==> src/rtl/uart_pkg.sv <==
// Shared definitions for the UART receive path.
// Contents: receiver state enum, data width, baud divisor helper.
package uart_pkg;

  localparam int unsigned DATA_BITS = 8;

  typedef enum logic [2:0] {
    StIdle,
    StStart,
    StData,
    StParity,
    StStop,
    StWaitHigh
  } rx_state_e;

  // Clock cycles per oversample tick, truncated.
  function automatic int unsigned baud_div(input int unsigned clk_hz,
                                           input int unsigned baud,
                                           input int unsigned os);
    return clk_hz / (baud * os);
  endfunction

endpackage

==> src/rtl/uart_baud_tick.sv <==
// Enable-gated clock divider producing a one-cycle oversample tick every DIV cycles.
// Ports:
//   clk   in   clock
//   rst   in   asynchronous reset, active-high
//   en    in   count enable; counter held at 0 while low
//   tick  out  one-cycle pulse when the counter wraps at DIV-1
module uart_baud_tick #(
  parameter int unsigned DIV = 54
) (
  input  logic clk,
  input  logic rst,
  input  logic en,
  output logic tick
);

  localparam int unsigned CW = (DIV > 1) ? $clog2(DIV) : 1;
  localparam logic [CW-1:0] CntMax = CW'(DIV - 1);

  logic [CW-1:0] cnt_q, cnt_d;

  always_comb begin
    cnt_d = cnt_q;
    tick  = 1'b0;
    if (!en) begin
      cnt_d = '0;
    end else if (cnt_q == CntMax) begin
      cnt_d = '0;
      tick  = 1'b1;
    end else begin
      cnt_d = cnt_q + CW'(1);
    end
  end

  always_ff @(posedge clk or posedge rst) begin
    if (rst) begin
      cnt_q <= '0;
    end else begin
      cnt_q <= cnt_d;
    end
  end

endmodule

==> src/rtl/uart_rx_axis.sv <==
// UART receiver presenting bytes as an 8-bit AXI-Stream master with a single holding register.
// tlast marks the terminator byte LAST_BYTE. Framing/overrun errors are one-cycle pulses.
// Optional feature macro: UART_RX_PARITY_EN adds an even-parity bit after the data bits.
// Ports:
//   m_axis_aclk_i    in   clock
//   m_axis_arst_i    in   asynchronous reset, active-high
//   rx_i             in   asynchronous UART line, idle high
//   m_axis_tvalid_o  out  byte valid
//   m_axis_tdata_o   out  received byte
//   m_axis_tlast_o   out  tdata == LAST_BYTE
//   m_axis_tready_i  in   downstream ready
//   frame_err_o      out  pulse: stop bit sampled low
//   overrun_o        out  pulse: byte completed while holding register full
//   parity_err_o     out  pulse: parity mismatch (0 without UART_RX_PARITY_EN)
module uart_rx_axis
  import uart_pkg::*;
#(
  parameter int unsigned CLK_FREQ_HZ = 100_000_000,
  parameter int unsigned BAUD_RATE   = 115200,
  parameter int unsigned OVERSAMPLE  = 16,
  parameter logic [7:0]  LAST_BYTE   = 8'h0D
) (
  input  logic       m_axis_aclk_i,
  input  logic       m_axis_arst_i,
  input  logic       rx_i,
  output logic       m_axis_tvalid_o,
  output logic [7:0] m_axis_tdata_o,
  output logic       m_axis_tlast_o,
  input  logic       m_axis_tready_i,
  output logic       frame_err_o,
  output logic       overrun_o,
  output logic       parity_err_o
);

  localparam int unsigned DIV = baud_div(CLK_FREQ_HZ, BAUD_RATE, OVERSAMPLE);
  localparam int unsigned SW  = $clog2(OVERSAMPLE);
  localparam int unsigned BW  = $clog2(DATA_BITS);
  localparam logic [SW-1:0] SampleMid = SW'(OVERSAMPLE / 2 - 1);
  localparam logic [SW-1:0] SampleMax = SW'(OVERSAMPLE - 1);
  localparam logic [BW-1:0] BitMax    = BW'(DATA_BITS - 1);

  logic rx_meta_q, rx_sync_q;

  rx_state_e            state_q, state_d;
  logic [SW-1:0]        sample_q, sample_d;
  logic [BW-1:0]        bit_q, bit_d;
  logic [DATA_BITS-1:0] shreg_q, shreg_d;
  logic                 tick, mid;
  logic                 deliver;
  logic                 frame_err_d;

  logic                 tvalid_q;
  logic [7:0]           tdata_q;
  logic                 tlast_q;
  logic                 frame_err_q;
  logic                 overrun_q;

  // Two-flop synchroniser, reset to the idle level so reset never looks like a start bit.
  always_ff @(posedge m_axis_aclk_i or posedge m_axis_arst_i) begin
    if (m_axis_arst_i) begin
      rx_meta_q <= 1'b1;
      rx_sync_q <= 1'b1;
    end else begin
      rx_meta_q <= rx_i;
      rx_sync_q <= rx_meta_q;
    end
  end

  uart_baud_tick #(
    .DIV (DIV)
  ) u_baud_tick (
    .clk  (m_axis_aclk_i),
    .rst  (m_axis_arst_i),
    .en   (state_q != StIdle),
    .tick (tick)
  );

  assign mid = tick && (sample_q == SampleMid);

`ifdef UART_RX_PARITY_EN
  logic parity_bad_q, parity_bad_d;
  logic parity_err_d, parity_err_q;
`endif

  always_comb begin
    state_d     = state_q;
    sample_d    = sample_q;
    bit_d       = bit_q;
    shreg_d     = shreg_q;
    deliver     = 1'b0;
    frame_err_d = 1'b0;
`ifdef UART_RX_PARITY_EN
    parity_bad_d = parity_bad_q;
    parity_err_d = 1'b0;
`endif

    if (state_q == StIdle) begin
      sample_d = '0;
    end else if (tick) begin
      sample_d = (sample_q == SampleMax) ? '0 : sample_q + SW'(1);
    end

    case (state_q)
      StIdle: begin
        if (!rx_sync_q) begin
          state_d = StStart;
          bit_d   = '0;
`ifdef UART_RX_PARITY_EN
          parity_bad_d = 1'b0;
`endif
        end
      end
      StStart: begin
        // Line back high by mid start bit: treat as a glitch.
        if (mid) state_d = rx_sync_q ? StIdle : StData;
      end
      StData: begin
        if (mid) begin
          shreg_d = {rx_sync_q, shreg_q[DATA_BITS-1:1]};
          if (bit_q == BitMax) begin
`ifdef UART_RX_PARITY_EN
            state_d = StParity;
`else
            state_d = StStop;
`endif
          end else begin
            bit_d = bit_q + BW'(1);
          end
        end
      end
`ifdef UART_RX_PARITY_EN
      StParity: begin
        if (mid) begin
          // Even parity: data ones plus parity bit must be even.
          if (rx_sync_q != ^shreg_q) begin
            parity_err_d = 1'b1;
            parity_bad_d = 1'b1;
          end
          state_d = StStop;
        end
      end
`endif
      StStop: begin
        if (mid) begin
          if (!rx_sync_q) begin
            frame_err_d = 1'b1;
            state_d     = StWaitHigh;
          end else begin
`ifdef UART_RX_PARITY_EN
            deliver = !parity_bad_q;
`else
            deliver = 1'b1;
`endif
            state_d = StIdle;
          end
        end
      end
      StWaitHigh: begin
        // Break holds the line low; wait it out so it yields one error only.
        if (rx_sync_q) state_d = StIdle;
      end
      default: state_d = StIdle;
    endcase
  end

  always_ff @(posedge m_axis_aclk_i or posedge m_axis_arst_i) begin
    if (m_axis_arst_i) begin
      state_q  <= StIdle;
      sample_q <= '0;
      bit_q    <= '0;
      shreg_q  <= '0;
`ifdef UART_RX_PARITY_EN
      parity_bad_q <= 1'b0;
      parity_err_q <= 1'b0;
`endif
    end else begin
      state_q  <= state_d;
      sample_q <= sample_d;
      bit_q    <= bit_d;
      shreg_q  <= shreg_d;
`ifdef UART_RX_PARITY_EN
      parity_bad_q <= parity_bad_d;
      parity_err_q <= parity_err_d;
`endif
    end
  end

  // Holding register. A new byte may load in the same cycle the held one is taken.
  always_ff @(posedge m_axis_aclk_i or posedge m_axis_arst_i) begin
    if (m_axis_arst_i) begin
      tvalid_q    <= 1'b0;
      tdata_q     <= '0;
      tlast_q     <= 1'b0;
      frame_err_q <= 1'b0;
      overrun_q   <= 1'b0;
    end else begin
      frame_err_q <= frame_err_d;
      overrun_q   <= 1'b0;
      if (deliver) begin
        if (!tvalid_q || m_axis_tready_i) begin
          tvalid_q <= 1'b1;
          tdata_q  <= shreg_q;
          tlast_q  <= (shreg_q == LAST_BYTE);
        end else begin
          overrun_q <= 1'b1;
        end
      end else if (tvalid_q && m_axis_tready_i) begin
        tvalid_q <= 1'b0;
        tdata_q  <= '0;
        tlast_q  <= 1'b0;
      end
    end
  end

  assign m_axis_tvalid_o = tvalid_q;
  assign m_axis_tdata_o  = tdata_q;
  assign m_axis_tlast_o  = tlast_q;
  assign frame_err_o     = frame_err_q;
  assign overrun_o       = overrun_q;
`ifdef UART_RX_PARITY_EN
  assign parity_err_o    = parity_err_q;
`else
  assign parity_err_o    = 1'b0;
`endif

endmodule
==> config.mk <==
export PLATFORM = sky130hd
export DESIGN_NAME = uart_rx_axis
export DESIGN_NICKNAME = d
export VERILOG_FILES = /design/src/rtl/uart_pkg.sv /design/src/rtl/uart_baud_tick.sv /design/src/rtl/uart_rx_axis.sv
export SDC_FILE = /design/constraint.sdc
export NUM_CORES = 1
export LEC_CHECK = 0
export BUFFER_PORTS_ARGS = -buffer_cell sky130_fd_sc_hd__buf_2
export CAP_MARGIN = 20
export CORE_MARGIN = 2
export CORE_UTILIZATION = 62
export CTS_BUF_LIST = sky130_fd_sc_hd__clkbuf_4 sky130_fd_sc_hd__clkbuf_8 sky130_fd_sc_hd__clkbuf_16
export DETAILED_ROUTE_END_ITERATION = 8
export HOLD_SLACK_MARGIN = 0.06
export PLACE_DENSITY = 0.83
export RECOVER_POWER = 100
export SYNTH_ARGS = -nofsm -noshare
export SYNTH_HDL_FRONTEND = slang
export SYNTH_SLANG_ARGS = --single-unit
==> constraint.sdc <==
create_clock -name m_axis_aclk_i -period 2.37 [get_ports m_axis_aclk_i]
set_input_delay 0.3555 -clock m_axis_aclk_i [delete_from_list [all_inputs] [get_ports m_axis_aclk_i]]
set_output_delay 0.3555 -clock m_axis_aclk_i [all_outputs]
set_load 0.02 [all_outputs]
==> out/results.tsv, run 1 <==
metric	value	unit
gr busiest metal	met2	
synthesis-to-finish area growth	6.86	%
first-pass GRT wire length	4890	µm
CTS root buf	clkbuf_4	
Sw Share	22.2	%
total power	0.00103	W
Synth cell types	46	
CTS tree	built	
gr usage total	19.7	%
worst skew pair latency	340	ps
clock transition at the registers of the reported paths	110	ps
start point of the critical path	sample_q[0]	
RePlAce Congestion	0.789	
Flop pwr share	63.7	%
Hold Vio Cnt, Final	0	
Tcrit/Tclk final	82.4	%
RSZ-0062 raised after global routing	no	
status	finished, final reports clean	
GR Util met1	24.3	%
Initial Utilization	63.9	%
crit path launch type	register	
CTS Buf Count	5	
Yosys top cell area share	52.0	%
drt drc	0	
hold buffer count at cts	0	
Max Clk Rate	512	MHz
die width	56.9	µm
Mapped Area	0.00173	mm²
CTS Sinks	38	
synthesized area per cell	12.1	µm²
DRT Wirelength	2790	µm
Yosys reg bits	38	
Fin Setup TNS	0	ps
P_sw	0.000228	W
Placement Setup Slack	616	ps
WS Path Type	register to register	
vias in the first global route	1115	
Post-synth EDFFs	0	
Die ar.	0.00323	mm²
clock share of power	34.6	%
WP data arrival	2220	ps
CP Cell Sequence	ha_1 > and3b_1 > nand4_1 > nor2_2 > mux2i_1	
CTS H-tree lvls	2	
flop2flop setup slack	420	ps
Setup Skew	5.25	ps
num ports	17	
diode count	0	
CTS resizes	0	
Worst path slowest cell	dfrtp_1	
initial DRC count	40	
clock buffer depth	2	
R2R Path Start	sample_q[0]	
crit-path max FO	10	
Via Count	1169	
max-slew violations	0	
Area contributors post-synth	dfrtp_1 (52%), mux2_2 (4.5%), a22o_1 (4.0%), ha_1 (3.6%), dfstp_2 (3.0%)	
Pleak	0.852	nW
Syn Nets	152	
most common cell after layout, fill and taps aside	dfrtp_1	
max_cap viols	0	
Cell Int Power	0.000797	W
initial antenna violation count	0	
commonest cells after routing, fill and taps aside	dfrtp_1 (36), clkbuf_1 (12), nor2_1 (10)	
Antenna Nets Post-Route	0	
hpwl dp	2000	µm
Via-to-Cell Ratio	6.03	
share of cells above drive strength 1	17.8	%
max incr delay on CP	430	ps
drt first pass iters	4	
setup violators final	0	
Synth warnings	0	
P per Cell Area	554	mW/mm²
CP required	2640	ps
pin count of the biggest net entering global routing	39	
Util after Layout	68.3	%
sequential element share of the synthesized area	55.0	%
crit end category	register	
final worst slack	417	ps
Post-Synthesis Cells	143	
top_reg_cell synth	dfrtp_1	
total grt overflow	0	
Slew HR	56.3	%
HP Class	input pin to async pin	
Peak VDD IR	0.533	mV
Post-CTS Setup Bufs	0	
Port Buffers	15	
fin crit period	1950	ps
area leader, netlist	dfrtp_1	
Rows	19	
Gate power share	1.7	%
routed length per instance	14.4	µm
die height	56.9	µm
Global Route met3 Usage	6.91	%
nets	171	
worst slew pin tran	649	ps
ys async rst share	100	%
reg2reg path depth	5	
met2 usage	32.4	%
core area	0.00271	mm²
-- critical path, delay by kind of cell (launching register included) --
family	cells	cell delay, ps
DFF	1	430
and+or+nand+nor	3	970
muxes	1	240
adders and majority gates	1	250
-- power groups by stage --
stage          Clock [W]  Sequential, W  Combinational [W]
2_1_floorplan          0       0.000664          0.0000149
3_3_place_gp           0       0.000666          0.0000182
3_5_place_dp           0       0.000666          0.0000186
4_1_cts         0.000366       0.000653          0.0000188
5_1_grt         0.000391       0.000654          0.0000212
6_report        0.000354       0.000653          0.0000176
-- kinds of logic after synthesis --
| kind of cell | count (synthesis) | synth area share, % |
|---|---|---|
| AND/OR/NAND/NOR | 46 | 17.8 |
| flip-flops | 38 | 55.0 |
| AO/OA/AOI/OAI | 28 | 11.3 |
| multiplexers | 10 | 6.28 |
| buffers and inverters | 10 | 3.25 |
| adder cells (fa/ha/maj) | 5 | 3.61 |
| XOR/XNOR | 5 | 2.53 |
| other | 1 | 0.216 |
-- cells in the mapped netlist (all sizes together) (2+ instances only) --
| cell | instances |
|---|---|
| o21ai | 10 |
| buf | 3 |
| xor2 | 2 |
| nand4 | 3 |
| nand2 | 8 |
| mux2i | 3 |
| dfrtp | 36 |
| ha | 5 |
| nand3 | 2 |
| or3 | 2 |
| mux2 | 7 |
| nor2 | 13 |
| nor4 | 4 |
| dfstp | 2 |
| inv | 6 |
| a22o | 8 |
| a21oi | 3 |
| xnor2 | 3 |
| nor3 | 3 |
| and4b | 2 |
-- through the flow --
stage | hold slack, ps | area (µm²) | cells
2_1_floorplan | 345 | 1730 | 143
5_1_grt | 66.1 | 1850 | 194
6_report | 92.5 | 1850 | 194
4_1_cts | 85.9 | 1880 | 194
3_5_place_dp | 348 | 1820 | 186
3_3_place_gp | 347 | 1820 | 186
-- worst paths after layout --
| kind | to |
|---|---|
| setup reg to reg | bit_q[1] |
| min in group m_axis_aclk_i | rx_meta_q |
| hold / removal | shreg_q[4] |
| setup / recovery | bit_q[1] |
| max in group asynchronous | rx_sync_q |
| hold reg to reg | rx_sync_q |
-- layer usage --
layer,routed length (µm),share of wire [%]
met2,1300,47
met5,0,0
met3,163,5.8
met1,1290,46
met4,38,1.4
-- state kept, by name (all words and copies together) (netlist names) --
name	flops
frame_err_o	1
sample_q	4
rx_meta_q	1
rx_sync_q	1
m_axis_tvalid_o	1
state_q	3
m_axis_tlast_o	1
m_axis_tdata_o	8
overrun_o	1
shreg_q	8
u_baud_tick.cnt_q	6
bit_q	3
-- area by class of cell --
type	count	area, µm²
sequential	38	953
clock buffer	6	51.3
timing repair buffer	16	67.6
tap	31	38.8
inverter	6	22.5
multi-input combinational	95	706
fill	204	858
clock inverter	2	12.5
Note: power is estimated with default switching activity, not from simulation.
==> run 2, diff against run 1 <==
Settings changed: CORE_UTILIZATION 62 to 52, PLACE_DENSITY 0.83 to 0.74.
Clock period 2.37 ns to 1.7 ns, I/O delays scaled along.
==> out/results.tsv, run 2 (synthesis results as in run 1) <==
metric	value	unit	change
clock transition at the registers of the reported paths	110	ps	about the same
Tcrit/Tclk final	100	%	+18 points
Die ar.	0.00381	mm²	+18%
die width	61.7	µm	+8.6%
clock buffer depth	2		unchanged
DRT Wirelength	3100	µm	+11%
CTS Buf Count	5		unchanged
Antenna Nets Post-Route	0		unchanged
nets	183		+7.0%
Peak VDD IR	0.444	mV	-17%
Fin Setup TNS	0	ps	unchanged
CP required	1930	ps	-710 ps
vias in the first global route	1148		+3.0%
CTS Sinks	38		unchanged
most common cell after layout, fill and taps aside	dfrtp_1		
Worst path slowest cell	dfrtp_1		
first-pass GRT wire length	5040	µm	+3.2%
CTS H-tree lvls	2		unchanged
Slew HR	60.2	%	+3.9 points
final worst slack	0.0633	ps	-417 ps
crit end category	register		
max_cap viols	0		unchanged
Pleak	0.949	nW	+11%
RePlAce Congestion	0.846		+7.2%
fin crit period	1700	ps	-253 ps
synthesis-to-finish area growth	18.1	%	
Rows	20		+1
share of cells above drive strength 1	26.9	%	+9.1 points
gr usage total	18.3	%	-1.4 points
Placement Setup Slack	9.86	ps	-607 ps
Setup Skew	7.26	ps	+2.01 ps
worst skew pair latency	330	ps	about the same
CTS tree	built		
WS Path Type	register to register		
WP data arrival	1930	ps	-290 ps
commonest cells after routing, fill and taps aside	dfrtp_1 (35), clkbuf_1 (12), nor2_1 (10)		
Initial Utilization	55.8	%	-8.1 points
hpwl dp	2200	µm	+10%
Via Count	1213		+3.8%
Max Clk Rate	588	MHz	+15%
total power	0.00153	W	+50%
max incr delay on CP	450	ps	+20 ps
drt first pass iters	5		+1
CP Cell Sequence	or3b_4 > nor4_4 > o21ai_2 > a22o_1		
HP Class	input pin to register		
initial antenna violation count	0		unchanged
initial DRC count	57		+43%
drt drc	0		unchanged
RSZ-0062 raised after global routing	yes		
crit-path max FO	6		-4
Fillers	263		+29%
Hold Vio Cnt, Final	0		unchanged
CTS root buf	clkbuf_4		
max-slew violations	0		unchanged
setup violators final	0		unchanged
status	finished, final reports clean		
num ports	17		unchanged
diode count	0		unchanged
P per Cell Area	750	mW/mm²	+35%
Via-to-Cell Ratio	5.54		-8.1%
worst slew pin tran	597	ps	-51.5 ps
core area	0.00310	mm²	+14%
routed length per instance	14.1	µm	-1.7%
pin count of the biggest net entering global routing	27		-31%
crit path launch type	register		
die height	61.7	µm	+8.6%
Hold Slack	329	ps	+237 ps
total grt overflow	0		unchanged
Port Buffers	15		unchanged
==> run 2: cell type report <==
| cell class | count | area (µm²) | area share [%] |
|---|---|---|---|
| Clock buffer | 5 | 37.5 | 1.83 |
| Clock inverter | 3 | 45.0 | 2.20 |
| Inverter | 6 | 22.5 | 1.10 |
| Multi-Input combinational cell | 96 | 779 | 38.1 |
| Sequential cell | 38 | 955 | 46.6 |
| Tap cell | 44 | 55.1 | 2.69 |
| Timing Repair Buffer | 27 | 153 | 7.46 |
==> run 2: power breakdown <==
group,internal [W],switching [W]
sequential,0.000908,0.000000822
combinational,0.00000832,0.0000233
clock,0.000309,0.000286
total,0.00122,0.000310
==> run 2: worst max-delay path, delay by kind of cell (launching register included) <==
| kind | cells | cell delay [ps] |
|---|---|---|
| compound gates | 2 | 390 |
| simple gates | 2 | 770 |
| flops | 1 | 450 |
==> run 2: metal layers <==
layer	track usage (%)	part of all wire, %
met5	0	0
met4	6.38	1.5
met3	4.97	5.3
met2	30.2	50
met1	23.4	43
==> run 2: path summary, 6_finish.rpt <==
| check | depth (start not counted) | slack, ps | start | end |
|---|---|---|---|---|
| hold / removal | 3 | 330 | m_axis_tready_i | overrun_o |
| hold reg to reg | 0 | 360 | rx_meta_q | rx_sync_q |
| setup reg to reg | 4 | 0.06 | state_q[2] | m_axis_tdata_o[3] |
| max in group asynchronous | 4 | 300 | m_axis_arst_i | shreg_q[4] |
| setup / recovery | 4 | 0.06 | state_q[2] | m_axis_tdata_o[3] |
| min in group asynchronous | 3 | 460 | m_axis_arst_i | u_baud_tick.cnt_q[0] |
==> run 2: through the flow <==
step	instance area [µm²]	std cells	util, %
4_1_cts	2010	217	64.9
3_5_place_dp	1910	207	61.5
5_1_grt	2050	219	66.0
2_1_floorplan	1730	143	-
3_3_place_gp	1910	207	61.5
6_report	2050	219	66.0
==> run 2: timing repair <==
item / CTS / global route
gates cloned: 0 / 1
setup endpoints to repair: 2 / 13
hold buffers: 2 / 0
gates resized for setup: 1 / 10
endpoints found under the hold margin: 11 / 0
pin swaps: 0 / 5
setup buffers: 0 / 1
